`config.mk`:
```
export PLATFORM = sky130hd
export DESIGN_NAME = fetch_stage_flat
export DESIGN_NICKNAME = d
export VERILOG_FILES = /design/src/rtl/fetch_stage_if.sv /design/src/rtl/fetch_stage.sv /design/src/flat_wrapper.sv
export SDC_FILE = /design/constraint.sdc
export NUM_CORES = 1
export LEC_CHECK = 0
export ABC_CLOCK_PERIOD_IN_PS = 5550
export BUFFER_PORTS_ARGS = -buffer_cell sky130_fd_sc_hd__buf_2
export CAP_MARGIN = 15
export CORE_ASPECT_RATIO = 0.8
export CORE_MARGIN = 2
export CORE_UTILIZATION = 52
export CTS_CLUSTER_SIZE = 12
export DETAILED_ROUTE_END_ITERATION = 7
export MAX_ROUTING_LAYER = met4
export PLACE_DENSITY = 0.85
export SLEW_MARGIN = 0
export SYNTH_ARGS = -nofsm -noshare
export SYNTH_HDL_FRONTEND = slang
export SYNTH_SLANG_ARGS = --single-unit
```
`constraint.sdc`:
```
create_clock -name clk -period 5.55 [get_ports clk]
set_input_delay 0.555 -clock clk [delete_from_list [all_inputs] [get_ports clk]]
set_output_delay 0.555 -clock clk [all_outputs]
set_load 0.02 [all_outputs]
```
`src/rtl/fetch_stage_if.sv`:
```
// Fetch-stage bus bundle: instruction-memory port, redirect request and IF/ID handshake.
interface fetch_stage_if #(
  parameter int unsigned PC_WIDTH = 8
);

  logic [PC_WIDTH-1:0] IMEM_PC;
  logic [31:0]         IMEM_instruction;
  logic                redirect_valid;
  logic [PC_WIDTH-1:0] redirect_target;
  logic                IF_ready;
  logic                IF_valid;
  logic [31:0]         IF_instruction;
  logic [PC_WIDTH-1:0] IF_PC;
  logic [PC_WIDTH-1:0] IF_PC_plus4;
  logic                halted;
  logic [15:0]         fetch_count;

  // Fetch stage side
  modport master (
    output IMEM_PC,
    input  IMEM_instruction,
    input  redirect_valid,
    input  redirect_target,
    input  IF_ready,
    output IF_valid,
    output IF_instruction,
    output IF_PC,
    output IF_PC_plus4,
    output halted,
    output fetch_count
  );

  // Memory / decode / redirect-source side
  modport slave (
    input  IMEM_PC,
    output IMEM_instruction,
    output redirect_valid,
    output redirect_target,
    output IF_ready,
    input  IF_valid,
    input  IF_instruction,
    input  IF_PC,
    input  IF_PC_plus4,
    input  halted,
    input  fetch_count
  );

endinterface

```
`src/rtl/fetch_stage.sv`:
```
// Instruction-fetch stage: owns the PC, fills the IF/ID register and stops on a halt word.
module fetch_stage #(
  parameter int unsigned          PC_WIDTH  = 8,
  parameter logic [PC_WIDTH-1:0]  RESET_PC  = '0,
  parameter logic [31:0]          NOP_WORD  = 32'h0000_0000,
  parameter logic [31:0]          HALT_WORD = 32'hFFFF_FFFF
) (
  input logic            clk,
  input logic            rst,
  fetch_stage_if.master  bus
);

  localparam int unsigned CNT_WIDTH = 16;
  localparam logic [PC_WIDTH-1:0]  ALIGN_MASK = ~PC_WIDTH'(3);
  localparam logic [PC_WIDTH-1:0]  PC_STEP    = PC_WIDTH'(4);
  localparam logic [CNT_WIDTH-1:0] CNT_MAX    = '1;

  typedef enum logic {
    RUN  = 1'b0,
    HALT = 1'b1
  } state_t;

  state_t              state;
  logic [PC_WIDTH-1:0] pc;
  logic [PC_WIDTH-1:0] pc_next_seq;
  logic [PC_WIDTH-1:0] redirect_pc;
  logic                advance;
  logic                is_halt_word;

  // Memory address is the live PC; the memory answers in the same cycle
  assign bus.IMEM_PC = pc;

  // Sequential successor wraps naturally at the top of the address space
  assign pc_next_seq = pc + PC_STEP;

  // Redirect targets are forced word-aligned
  assign redirect_pc = bus.redirect_target & ALIGN_MASK;

  // A new word may be captured when running and the IF/ID slot is free or draining
  assign advance      = (state == RUN) && (!bus.IF_valid || bus.IF_ready);
  assign is_halt_word = (bus.IMEM_instruction == HALT_WORD);

  // Fetch FSM, PC and IF/ID register; redirect beats halt beats normal fetch
  always_ff @(posedge clk or posedge rst) begin
    if (rst) begin
      state              <= RUN;
      pc                 <= RESET_PC & ALIGN_MASK;
      bus.IF_valid       <= 1'b0;
      bus.IF_instruction <= NOP_WORD;
      bus.IF_PC          <= '0;
      bus.IF_PC_plus4    <= '0;
      bus.halted         <= 1'b0;
      bus.fetch_count    <= '0;
    end else if (bus.redirect_valid) begin
      // Squash whatever sits in IF/ID, even if decode is stalling it
      state              <= RUN;
      pc                 <= redirect_pc;
      bus.IF_valid       <= 1'b0;
      bus.IF_instruction <= NOP_WORD;
      bus.halted         <= 1'b0;
    end else begin
      case (state)
        RUN: begin
          if (advance) begin
            if (is_halt_word) begin
              // Halt word is consumed here and never forwarded; PC stays on it
              state              <= HALT;
              bus.halted         <= 1'b1;
              bus.IF_valid       <= 1'b0;
              bus.IF_instruction <= NOP_WORD;
            end else begin
              pc                 <= pc_next_seq;
              bus.IF_valid       <= 1'b1;
              bus.IF_instruction <= bus.IMEM_instruction;
              bus.IF_PC          <= pc;
              bus.IF_PC_plus4    <= pc_next_seq;
              if (bus.fetch_count != CNT_MAX) begin
                bus.fetch_count <= bus.fetch_count + CNT_WIDTH'(1);
              end
            end
          end
          // Otherwise decode is stalling a valid entry: everything holds
        end
        HALT: begin
          // Let a pending instruction drain, then sit idle until redirected
          if (bus.IF_ready) begin
            bus.IF_valid <= 1'b0;
          end
        end
        default: begin
          state <= RUN;
        end
      endcase
    end
  end

endmodule

```
`src/flat_wrapper.sv`:
```
// flat-port wrapper written by rule: the top's interface ports become plain ports
module fetch_stage_flat 
#(
  parameter int unsigned          PC_WIDTH  = 8,
  parameter logic [PC_WIDTH-1:0]  RESET_PC  = '0,
  parameter logic [31:0]          NOP_WORD  = 32'h0000_0000,
  parameter logic [31:0]          HALT_WORD = 32'hFFFF_FFFF
)
  (clk, rst, bus_IMEM_PC, bus_IMEM_instruction, bus_redirect_valid, bus_redirect_target, bus_IF_ready, bus_IF_valid, bus_IF_instruction, bus_IF_PC, bus_IF_PC_plus4, bus_halted, bus_fetch_count);
  fetch_stage_if #(.PC_WIDTH(PC_WIDTH)) bus_i ();
  input logic clk;
  input logic rst;
  output wire logic [$bits(bus_i.IMEM_PC)-1:0] bus_IMEM_PC;
  input wire logic [$bits(bus_i.IMEM_instruction)-1:0] bus_IMEM_instruction;
  input wire logic [$bits(bus_i.redirect_valid)-1:0] bus_redirect_valid;
  input wire logic [$bits(bus_i.redirect_target)-1:0] bus_redirect_target;
  input wire logic [$bits(bus_i.IF_ready)-1:0] bus_IF_ready;
  output wire logic [$bits(bus_i.IF_valid)-1:0] bus_IF_valid;
  output wire logic [$bits(bus_i.IF_instruction)-1:0] bus_IF_instruction;
  output wire logic [$bits(bus_i.IF_PC)-1:0] bus_IF_PC;
  output wire logic [$bits(bus_i.IF_PC_plus4)-1:0] bus_IF_PC_plus4;
  output wire logic [$bits(bus_i.halted)-1:0] bus_halted;
  output wire logic [$bits(bus_i.fetch_count)-1:0] bus_fetch_count;
  assign bus_IMEM_PC = bus_i.IMEM_PC;
  assign bus_i.IMEM_instruction = bus_IMEM_instruction;
  assign bus_i.redirect_valid = bus_redirect_valid;
  assign bus_i.redirect_target = bus_redirect_target;
  assign bus_i.IF_ready = bus_IF_ready;
  assign bus_IF_valid = bus_i.IF_valid;
  assign bus_IF_instruction = bus_i.IF_instruction;
  assign bus_IF_PC = bus_i.IF_PC;
  assign bus_IF_PC_plus4 = bus_i.IF_PC_plus4;
  assign bus_halted = bus_i.halted;
  assign bus_fetch_count = bus_i.fetch_count;
  fetch_stage #(.PC_WIDTH(PC_WIDTH), .RESET_PC(RESET_PC), .NOP_WORD(NOP_WORD), .HALT_WORD(HALT_WORD)) u_core (.clk(clk), .rst(rst), .bus(bus_i));
endmodule
```
==> key figures <==
Synthesis
  • Post-synthesis mux area share: around 4.2%
  • Synth Area in Adders: 0.832%
  • Number of synthesized flops with an enable pin: 0
  • Seq/Total Area, Yosys: between 50% and 60%
  • Asr flop ratio synth: 100%
  • Synth warnings: 0
  • Synth cell types: 33
  • Post-synthesis compound-gate area fraction: between 10% and 20%
  • Mapped Area: 3010 um2
  • Top_reg_cell synth: dfrtp_1
  • Syn Inst Count: 238
  • Share of the synthesized area in the top cell type: between 50% and 60%
  • Seq cells post-synth: between 60 and 70
  • XOR/XNOR Fraction of Synth Area: ~7%
  • Syn Area/Cell: ~13 um2
  • Cell taking the most area after synthesis: dfrtp_1
  • Main combinational cell family by area after synthesis: compound AO/OA/AOI/OAI gates
  • Top cells by area, synth: dfrtp_1, a22o_1, xnor2_1, nand4_1, mux2_4
  • Area share of and/or/nand/nor cells after synthesis: about 13%

Drt
  • Via count: between 2k and 2.5k
  • Vias per std cell: ~5.4
  • Drt first pass iters: 4
  • DRT antenna net count: 0
  • WL per Instance: 15.1 um
  • DRT Wirelength: 6.49 mm
  • Drt drc: 0
  • Initial DRC Count: between 90 and 100

Finish
  • Commonest non-fill, non-tap cell in the layout: buf_2
  • Final nets: roughly 390
  • FILL cells: 440
  • Storage cell area: approximately 1700 um2
  • Area grow syn2layout: 27.9%
  • Final core occ: 69.7%
  • Non-Filler Instances: 431
  • Final instance area: 3850 um2
  • Most frequent cells in the layout: buf_2, dfrtp_1, a22o_1, xnor2_1, nand4_1
  • Footprint of the multi-input gates: 1200 um2
  • ANT cells: 0
  • Layout cell share with drive strength beyond 1: around two fifths

Critical path
  • Critical path cell sequence: buf_2, nand4_1, nor4_4, a21oi_1, nand2_1, mux2_2
  • Worst R2R End: u_core.bus.fetch_count[1]
  • Reg-to-reg slack, setup: 3.40 ns
  • CP max FO: 11
  • Startpoint Class: input port
  • CP peak stage delay: approximately 0.64 ns
  • Slowest cell on crit path: nor4_4
  • Worst Setup End Kind: register
  • WP data required: approximately 5.8 ns
  • Reg2Reg Launch Point: u_core.bus.fetch_count[0]
  • CP Capture Point: u_core.bus.fetch_count[1]
  • Arr. time, crit path: about 2.5 ns
  • CP Class: in -> reg
  • Worst Reg-to-Reg Cells: 6
  • CP startpoint: bus_IMEM_instruction[23]

Floorplan
  • IO Count: 118
  • Die Wd: between 80 and 90 um
  • Die span in y: a little over 70 um
  • Core box area: roughly 5500 um2
  • Row cnt: 24
  • Die area: approximately 6400 um2
  • Initial core utilization: roughly 54%

Timing
  • Fin crit share: between 30% and 40%
  • Final setup fails: 0
  • Setup TNS: 0 ns
  • Max Slew Vio Count: 0
  • Final hold violation count: 0
  • Skew final: between 0.006 and 0.007 ns
  • Setup WS post-layout: roughly 3.3 ns
  • Relative slew margins: roughly two fifths
  • RSZ-0062 raised after global routing: no
  • Max Freq: 0.451 GHz
  • Tmin final: ~2.2 ns
  • Least-Margin Pin Slew: around 0.92 ns

Global route
  • Remaining Overflow, GRT: 0
  • Global Route Usage Sum: approximately 22%
  • First-pass GRT wire length: between 10 and 15 mm
  • Initial antenna violation count: 0
  • Largest net degree at the start of global routing: 70
  • Vias in the first global route: about 2.2k

Place
  • Post-Place Setup Slack: 2.96 ns
  • Port bufs: approximately 110
  • Routability-driven placement congestion ratio: between 0.7 and 0.8
  • HPWL after DPL: 4.52 mm
  • Placed Instance Area: around 3600 um2
  • Placed insts: just over 400

Hold path
  • Hold WC Path Type: in -> reg
  • Min-delay src: bus_redirect_target[6]

Clock network
  • Hold buffers post-CTS: 0
  • Later-pin clock latency in the skew report: between 0.3 and 0.4 ns
  • Setup Fix Bufs, Post-CTS: 0
  • Total CTS buffers: 9
  • Post-CTS sizing: 0
  • Clock-pin transition on the worst setup and hold timing paths: around 0.07 ns
  • Sink Count: 69
  • Clock Path Buffers: 2
  • Root Buffer: clkbuf_8
  • Number of H-tree levels: 3
  • CTS tree: done

Run status
  • Status: finished, final reports clean

Power
  • VDD IR max: 0.000220 V
  • Leakage Power: 0.00198 uW
  • PD cells: 371 nW/um2

Job
  • MaxCap Viol Count: 0
==> worst min-delay path by stage <==
stage                                     to  slack (ns)  depth (start not counted)
6_report               u_core.bus.IMEM_PC[6]        0.42                          3
5_1_grt                u_core.bus.IMEM_PC[4]        0.42                          3
4_1_cts                u_core.bus.IMEM_PC[6]        0.41                          3
3_5_place_dp   u_core.bus.IF_instruction[14]        0.49                          1
3_3_place_gp               u_core.bus.halted        0.48                          2
2_1_floorplan                   u_core.state        0.49                          2
==> critical path, delay by kind of cell <==
| family | cells | cell delay [ns] |
|---|---|---|
| simple gates | 3 | 1.01 |
| buf+inv | 1 | 0.09 |
| compound gates | 1 | 0.45 |
| mux | 1 | 0.34 |
==> synthesized netlist by cell type, drive strengths merged, types with 6 or more instances <==
cell type / n
dfrtp: 69
a22o: 32
xnor2: 21
nand4: 17
nand3: 11
buf: 9
clkbuf: 9
nor2: 9
a21oi: 8
mux2: 8
nand2: 6
==> kinds of logic after synthesis <==
| logic type | Yosys count |
|---|---|
| AND/OR/NAND/NOR | 59 |
| other | 1 |
| adder cells (fa/ha/maj) | 2 |
| multiplexers | 9 |
| AO/OA/AOI/OAI | 52 |
| buffers and inverters | 22 |
| flip-flops | 69 |
| XOR/XNOR | 24 |
==> routing by layer <==
metal / track usage, % / wire (um) / share of wire, %
met1: 28.6 / 2900 / 45
met2: 33.1 / 3110 / 48
met3: 5.80 / 355 / 5.5
met4: 10.1 / 123 / 1.9
met5: - / 0 / 0
==> power breakdown <==
| part | switching (uW) | total, uW | internal [uW] | leakage (uW) |
|---|---|---|---|---|
| sequential | 59.6 | 627 | 568 | 0.000881 |
| combinational | 183 | 312 | 129 | 0.000975 |
| clock | 192 | 488 | 297 | 0.000123 |
==> area by class of cell <==
| class | count | area share, % |
|---|---|---|
| sequential | 69 | 44.9 |
| multi-input combinational | 152 | 31.1 |
| timing repair buffer | 112 | 15.0 |
| clock buffer | 9 | 3.22 |
| clock inverter | 7 | 2.96 |
| tap | 78 | 2.54 |
| inverter | 4 | 0.390 |
==> sequential cells by signal, summed over array words and instances (netlist names) <==
name / flops
u_core.bus.IMEM_PC: 6
u_core.bus.IF_PC_plus4: 6
u_core.bus.halted: 1
u_core.bus.fetch_count: 16
u_core.bus.IF_PC: 6
u_core.bus.IF_instruction: 32
u_core.state: 1
u_core.bus.IF_valid: 1
==> through the flow <==
step | hold WS, ns | power [uW]
after floorplan | 0.492 | 839
after global routing | 0.418 | 1500
after detailed placement | 0.485 | 952
after global placement | 0.479 | 941
final | 0.421 | 1430
after CTS | 0.410 | 1440
Note: power is estimated with default switching activity, not from simulation.
